`config.mk`:
```
export PLATFORM = sky130hd
export DESIGN_NAME = clk_en_gen
export DESIGN_NICKNAME = d
export VERILOG_FILES = /design/src/rtl/clk_en_gen.sv
export SDC_FILE = /design/constraint.sdc
export NUM_CORES = 1
export LEC_CHECK = 0
export CAP_MARGIN = 15
export CORE_ASPECT_RATIO = 0.8
export CORE_MARGIN = 2
export CORE_UTILIZATION = 25
export DETAILED_ROUTE_END_ITERATION = 7
export PLACE_DENSITY_LB_ADDON = 0.3
export SLEW_MARGIN = 15
export SYNTH_ARGS = -nofsm -noshare
export SYNTH_HDL_FRONTEND = slang
export SYNTH_SLANG_ARGS = --single-unit
```
`constraint.sdc`:
```
create_clock -name clk -period 4.2 [get_ports clk]
set_clock_uncertainty 0.15 [all_clocks]
set_input_delay 0.84 -clock clk [delete_from_list [all_inputs] [get_ports clk]]
set_output_delay 0.84 -clock clk [all_outputs]
set_load 0.005 [all_outputs]
```
`src/rtl/clk_en_gen.sv`:
```
// Lock-qualified reset sequencer plus NUM_CH programmable clock-enable dividers on the PLL clock.
// Optional CLK_EN_GEN_LOSS_COUNT_EN adds a saturating lock-loss counter output (loss_count).
module clk_en_gen #(
    parameter int unsigned NUM_CH      = 4,
    parameter int unsigned DIV_W       = 16,
    parameter int unsigned LOCK_STABLE = 1024
) (
    input  logic                      clk,
    input  logic                      reset,
    input  logic                      pll_locked,
    input  logic [NUM_CH*DIV_W-1:0]   div,
    input  logic                      clear,
    output logic                      rst_out,
    output logic                      ready,
    output logic [NUM_CH-1:0]         ce,
    output logic                      lock_lost
`ifdef CLK_EN_GEN_LOSS_COUNT_EN
    ,
    output logic [7:0]                loss_count
`endif
);

    localparam int unsigned CNT_W = (LOCK_STABLE > 1) ? $clog2(LOCK_STABLE) : 1;
    localparam logic [CNT_W-1:0] STABLE_LAST = CNT_W'(LOCK_STABLE - 1);

    typedef enum logic [1:0] {
        WAIT_LOCK,
        STABLE,
        RUN
    } state_t;

    state_t                         state;
    logic                           sync0;
    logic                           lk;
    logic [CNT_W-1:0]               stable_cnt;
    logic [NUM_CH-1:0][DIV_W-1:0]   cnt;
    logic                           lock_drop;

    assign lock_drop = (state == RUN) && !lk;
    assign rst_out   = (state != RUN);
    assign ready     = (state == RUN);

    always_ff @(posedge clk) begin
        if (reset) begin
            sync0 <= 1'b0;
            lk    <= 1'b0;
        end else begin
            sync0 <= pll_locked;
            lk    <= sync0;
        end
    end

    always_ff @(posedge clk) begin
        if (reset) begin
            state      <= WAIT_LOCK;
            stable_cnt <= '0;
            lock_lost  <= 1'b0;
        end else begin
            case (state)
                WAIT_LOCK: begin
                    if (lk) begin
                        state      <= STABLE;
                        stable_cnt <= '0;
                    end
                end
                STABLE: begin
                    if (!lk) begin
                        state      <= WAIT_LOCK;
                        stable_cnt <= '0;
                    end else if (stable_cnt == STABLE_LAST) begin
                        state <= RUN;
                    end else begin
                        stable_cnt <= stable_cnt + CNT_W'(1);
                    end
                end
                RUN: begin
                    if (!lk) begin
                        state <= WAIT_LOCK;
                    end
                end
                default: state <= WAIT_LOCK;
            endcase

            // a loss in the same cycle as clear must still be recorded
            if (lock_drop) begin
                lock_lost <= 1'b1;
            end else if (clear) begin
                lock_lost <= 1'b0;
            end
        end
    end

    // divisors are only sampled on reload, so a div change never truncates a running period
    always_ff @(posedge clk) begin
        for (int unsigned n = 0; n < NUM_CH; n++) begin
            if (reset || (state != RUN) || (cnt[n] == '0)) begin
                cnt[n] <= div[n*DIV_W +: DIV_W];
            end else begin
                cnt[n] <= cnt[n] - DIV_W'(1);
            end
        end
    end

    always_comb begin
        ce = '0;
        for (int unsigned n = 0; n < NUM_CH; n++) begin
            ce[n] = (state == RUN) && (cnt[n] == '0);
        end
    end

`ifdef CLK_EN_GEN_LOSS_COUNT_EN
    always_ff @(posedge clk) begin
        if (reset) begin
            loss_count <= '0;
        end else if (lock_drop) begin
            if (clear) begin
                loss_count <= 8'd1;
            end else if (loss_count != 8'hff) begin
                loss_count <= loss_count + 8'd1;
            end
        end else if (clear) begin
            loss_count <= '0;
        end
    end
`endif

endmodule

```
==> reports/metrics.yaml, run 1 <==
numCtsBuffers: 9
hp-class: "flop to flop"
ys_seq_elements: 79
clk_pin_slew_ns: 0.06
fin_crit_ns: 3.442
routed_via_density: 4.459
critPathArrivalTime_ns: 2.45
slew_headroom: 0.4624
placed_cells: 748
layout-drive-gt1-share: 0.1220
layout.nets: 617
ctsRootBufferMaster: "clkbuf_16"
antenna_found_initial: 0
pin_count: 75
num_vias: 3407
wl_met2_um: 4211
hold_viol: 0
post-route-drc-count: 0
routed-wl-met3_um: 369
rsz0062_at_grt: "no"
grt_use_total: 0.1110
synthCells: 471
diodes: 0
synthToLayoutAreaGrowth_pct: 31.35
syn_nets: 544
cts_tree: "done"
grt_pass1_wl_um: 15570
max_freq_ghz: 0.2905
grt_max_degree: 33
synth_top_area_frac: 0.3928
drt_iter0_markers: 123
cts_setup_buffers: 0
cts-resized-gates: 0
crit_path_end_kind: "output pin"
fin_cells: 764
finalCritPeriodShare: 0.8195
setup_viol: 0
initial_core_util: 0.2557
wl_per_cell_um: 12.12
fin_setup_tns_ns: 0
drtPass1Iterations: 4
cts.path.max_buffers: 2
max-vdd-ir-drop_mv: 0.1775
synth_area_leaders: "dfxtp_1, xnor2_1, nand2_1"
grt_pass1_vias: 3362
critPathMaxFanout: 6
p_per_area_nw_per_um2: 350.7
maxSlewViolCount: 0
chipHeight_um: 117.5
final_cell_mix: "dfxtp_1, clkdlybuf4s50_1, nand2_1"
rows: 41
top_layer: "met4"
fin_ws_ns: 0.7582
dp_hpwl_um: 6835
ctsHoldBuffers: 0
worst_pin_slew_ns: 0.8062
clock-sinks: 79
synth.distinct_cells: 58
path_class: "flop to output pin"
routabilityCongestion: 0.7514
pre_cts_ws_ns: 1.039
grt.overflow.total: 0
cap_violations: 0
yosysSeqAreaShare: 0.3928
ant_nets: 0
ys.flop_type: "dfxtp_1"
core_region_area_um2: 15750
routed_wl_um: 9257
mostFrequentLayoutCell: "dfxtp_1"
portBuffers: 74
required_ns: 3.21
htreeDepth: 3
netlist_area_um2: 4026
syn_area_per_cell_um2: 8.549
die_area_um2: 17140
ys_async_sr_fraction: 0
p_leak_nw: 1.900
yosysWarnings: 0
clock_latency_ns: 0.34
synth_edf_count: 0
yosysTopAreaCell: "dfxtp_1"
cp-start-kind: "flop"
status: "complete, no violations"
die_w_um: 145.9
wl_met1_um: 4520
==> worst paths after layout <==
kind / from / to / slack [ns] / cells after the start
max: cnt[32] / ce[2] / 0.76 / 6
min: sync0 / lk / 0.29 / 1
max reg2reg: state[1] / cnt[44] / 1.46 / 6
min reg2reg: sync0 / lk / 0.29 / 1
==> metal layers <==
metal / global-route usage / up-vias
met1: 0.1433 / 1559
li1: - / 1788
met5: 0 / -
met4: 0.03860 / 0
met3: 0.03527 / 11
met2: 0.1745 / 49
==> power by group <==
| group | switching (W) | internal (W) |
|---|---|---|
| sequential | 0.0000372 | 0.000784 |
| combinational | 0.0000593 | 0.000103 |
| clock | 0.000319 | 0.000552 |
==> synthesized netlist by cell type (all sizes together) (2+ instances only) <==
| library cell | count |
|---|---|
| dfxtp | 79 |
| nor2 | 68 |
| nand2 | 57 |
| a21oi | 39 |
| o21ai | 36 |
| xnor2 | 32 |
| nor3 | 18 |
| xor2 | 17 |
| nor4 | 16 |
| inv | 14 |
| buf | 12 |
| a31oi | 8 |
| nand3 | 7 |
| nor3b | 6 |
| ha | 5 |
| nand3b | 5 |
| nand4 | 4 |
| o31ai | 4 |
| or2 | 4 |
| or4 | 4 |
| and3 | 3 |
| clkbuf | 3 |
| nand2b | 3 |
| nor2b | 3 |
| o31a | 3 |
| a211oi | 2 |
| and4 | 2 |
| mux2 | 2 |
| mux2i | 2 |
==> registers in the layout, summed over array words and instances (netlist names) <==
register    cells
cnt            64
lk              1
lock_lost       1
stable_cnt     10
state           2
sync0           1
==> area by class of cell <==
type,count,area (µm²)
multi-input combinational,363,2290
tap,215,269.0
clock inverter,5,80.08
fill,1653,10460
inverter,14,52.55
clock buffer,11,252.7
sequential,79,1582
timing repair buffer,77,763.2
==> logic make-up after synthesis <==
family,synth area share
and+or+nand+nor,0.2787
AOI/OAI and AO/OA,0.1526
DFF,0.3928
xor gates and xnor gates,0.1066
buffers and inverters,0.04133
adders and majority gates,0.01554
muxes,0.01243
==> metrics by stage <==
step	utilization	total power (W)	instance area (µm²)	hold WS, ns
6_report	0.3358	0.001855	5289	0.2885
5_1_grt	0.3358	0.001931	5289	0.3124
4_1_cts	0.3353	0.001885	5281	0.2939
3_5_place_dp	0.3142	0.001001	4949	0.2785
3_3_place_gp	0.3142	0.0009956	4949	0.2732
2_1_floorplan	-	0.0009122	4026	0.2638
==> critical path, stage by stage, from the launching register on <==
cell and delay, ns:
dfxtp_1 0.33, inv_1 0.10, ha_1 0.19, nor3b_2 0.43
nand4_2 0.22, nor4_1 0.28, clkdlybuf4s50_1 0.57
No activity file was read; power rests on OpenSTA's default activity.
==> run 2: changes to the inputs <==
clock period = 3.4 ns   (was 4.2 ns; I/O delays follow)
==> reports/metrics.yaml, run 2 (same netlist as run 1, synthesis figures left out) <==
p_seq_frac: 0.484
fin_util: 0.3334
cp-start-kind: "flop"
initial_core_util: 0.2557
routed_wl_um: 9091
post_dp_cell_area_um2: 4986
critPathArrivalTime_ns: 2.33
switchingPower_w: 0.0004730
grt_use_total: 0.1112
htreeDepth: 3
grt_util_met2: 0.1781
final_cell_mix: "dfxtp_1, clkdlybuf4s50_1, nand2_1"
switching_share: 0.2257
power_w: 0.002095
routed_via_density: 4.480
finalCritPeriodShare: 0.9280
grt.overflow.total: 0
portBuffers: 74
layout.nets: 622
cts-resized-gates: 0
dp_hpwl_um: 6815
routabilityCongestion: 0.7556
core_region_area_um2: 15750
wl_per_cell_um: 11.85
pin_count: 75
worst_pin_slew_ns: 0.7999
internal-power_w: 0.001622
fin_setup_tns_ns: 0
rows: 41
diodes: 0
cts.path.max_buffers: 2
path_buf_inv: 2
rsz0062_at_grt: "no"
hold_viol: 0
max_freq_ghz: 0.3169
top_usage_layer: "met2"
mostFrequentLayoutCell: "dfxtp_1"
path_class: "flop to output pin"
top_register: "cnt"
crit_path_end_kind: "output pin"
rrSetupSlack_ns: 1.06
chipHeight_um: 117.5
antenna_found_initial: 0
clock_latency_ns: 0.33
maxSlewViolCount: 0
path_delay_family: "simple AND/OR/NAND/NOR gates"
drtPass1Iterations: 4
finalInstanceArea_um2: 5251
cpPeakStageDelay_ns: 0.56
critPathMaxFanout: 6
synthToLayoutAreaGrowth_pct: 30.42
cts_setup_buffers: 0
fin_crit_ns: 3.155
clk_pin_slew_ns: 0.06
required_ns: 2.57
slew_headroom: 0.4667
ctsRootBufferMaster: "clkbuf_16"
grt_pass1_vias: 3402
largest_register_ffs: 64
power_frac_clock: 0.420
setup_viol: 0
met3_usage: 0.03953
hold_ws_ns: 0.2895
status: "complete, no violations"
die_area_um2: 17140
numCtsBuffers: 9
layout-drive-gt1-share: 0.1232
ant_nets: 0
hp-class: "flop to flop"
met1_usage: 0.1436
grt_max_degree: 33
p_leak_nw: 1.898
critPathSlowestCell: "clkdlybuf4s50_1"
max-vdd-ir-drop_mv: 0.1841
die_w_um: 145.9
p_per_area_nw_per_um2: 399.0
combPwrFrac: 0.095
cts_tree: "done"
cap_violations: 0
top_regs: "cnt (64), stable_cnt (10), state (2)"
path_cells: "inv_1 -> ha_1 -> nor3b_2 -> nand4_2 -> nor4_1 -> clkdlybuf4s50_1"
drt_iter0_markers: 214
clock-sinks: 79
post-route-drc-count: 0
grt_pass1_wl_um: 15660
num_vias: 3436
ctsHoldBuffers: 0
[run 2: area by class of cell]
cell class              count  area (µm²)
flip-flops and latches     79        1582
clock buffers              13       260.3
inverters                  14       52.55
fillers                  1645       10500
multi-input cells         363        2282
repair buffers             82       800.8
well taps                 215       269.0
clock inverters             1       5.005
[run 2: worst reg2reg max path, cell delays in order (launching register included)]
cell and delay (ns):
dfxtp_1 0.44, nand2b_1 0.41, nor2_4 0.37, o31a_1 0.41
buf_4 0.28, nor2_1 0.07, a21oi_1 0.13
[run 2: path summary, 6_finish.rpt]
path                            endpoint     start  cells past startpoint
worst max-delay path               ce[2]   cnt[32]                      6
worst min-delay path                  lk     sync0                      1
worst max register to register   cnt[43]  state[1]                      6
worst min register to register        lk     sync0                      1
[run 2: metal layers]
| layer | up-vias | share of wire |
|---|---|---|
| met2 | 53 | 0.46 |
| met3 | 6 | 0.045 |
| met4 | 0 | 0.0071 |
| li1 | 1791 | - |
| met1 | 1586 | 0.49 |
| met5 | - | 0 |
[run 2: power groups by stage]
| stage | combinational, W | clock (W) | sequential [W] |
|---|---|---|---|
| 6_report | 0.000200 | 0.000880 | 0.00102 |
| 5_1_grt | 0.000221 | 0.000954 | 0.00102 |
| 4_1_cts | 0.000203 | 0.000917 | 0.00102 |
| 3_5_place_dp | 0.000201 | 0 | 0.00104 |
| 3_3_place_gp | 0.000199 | 0 | 0.00103 |
| 2_1_floorplan | 0.000101 | 0 | 0.00103 |
[run 2: stage by stage]
| stage | instances | setup WS (ns) |
|---|---|---|
| finish | 767 | 0.2448 |
| global route | 767 | 0.04899 |
| CTS | 767 | 0.1782 |
| detailed placement | 753 | 0.5590 |
| global placement | 753 | 0.6139 |
| floorplan | 471 | 1.288 |
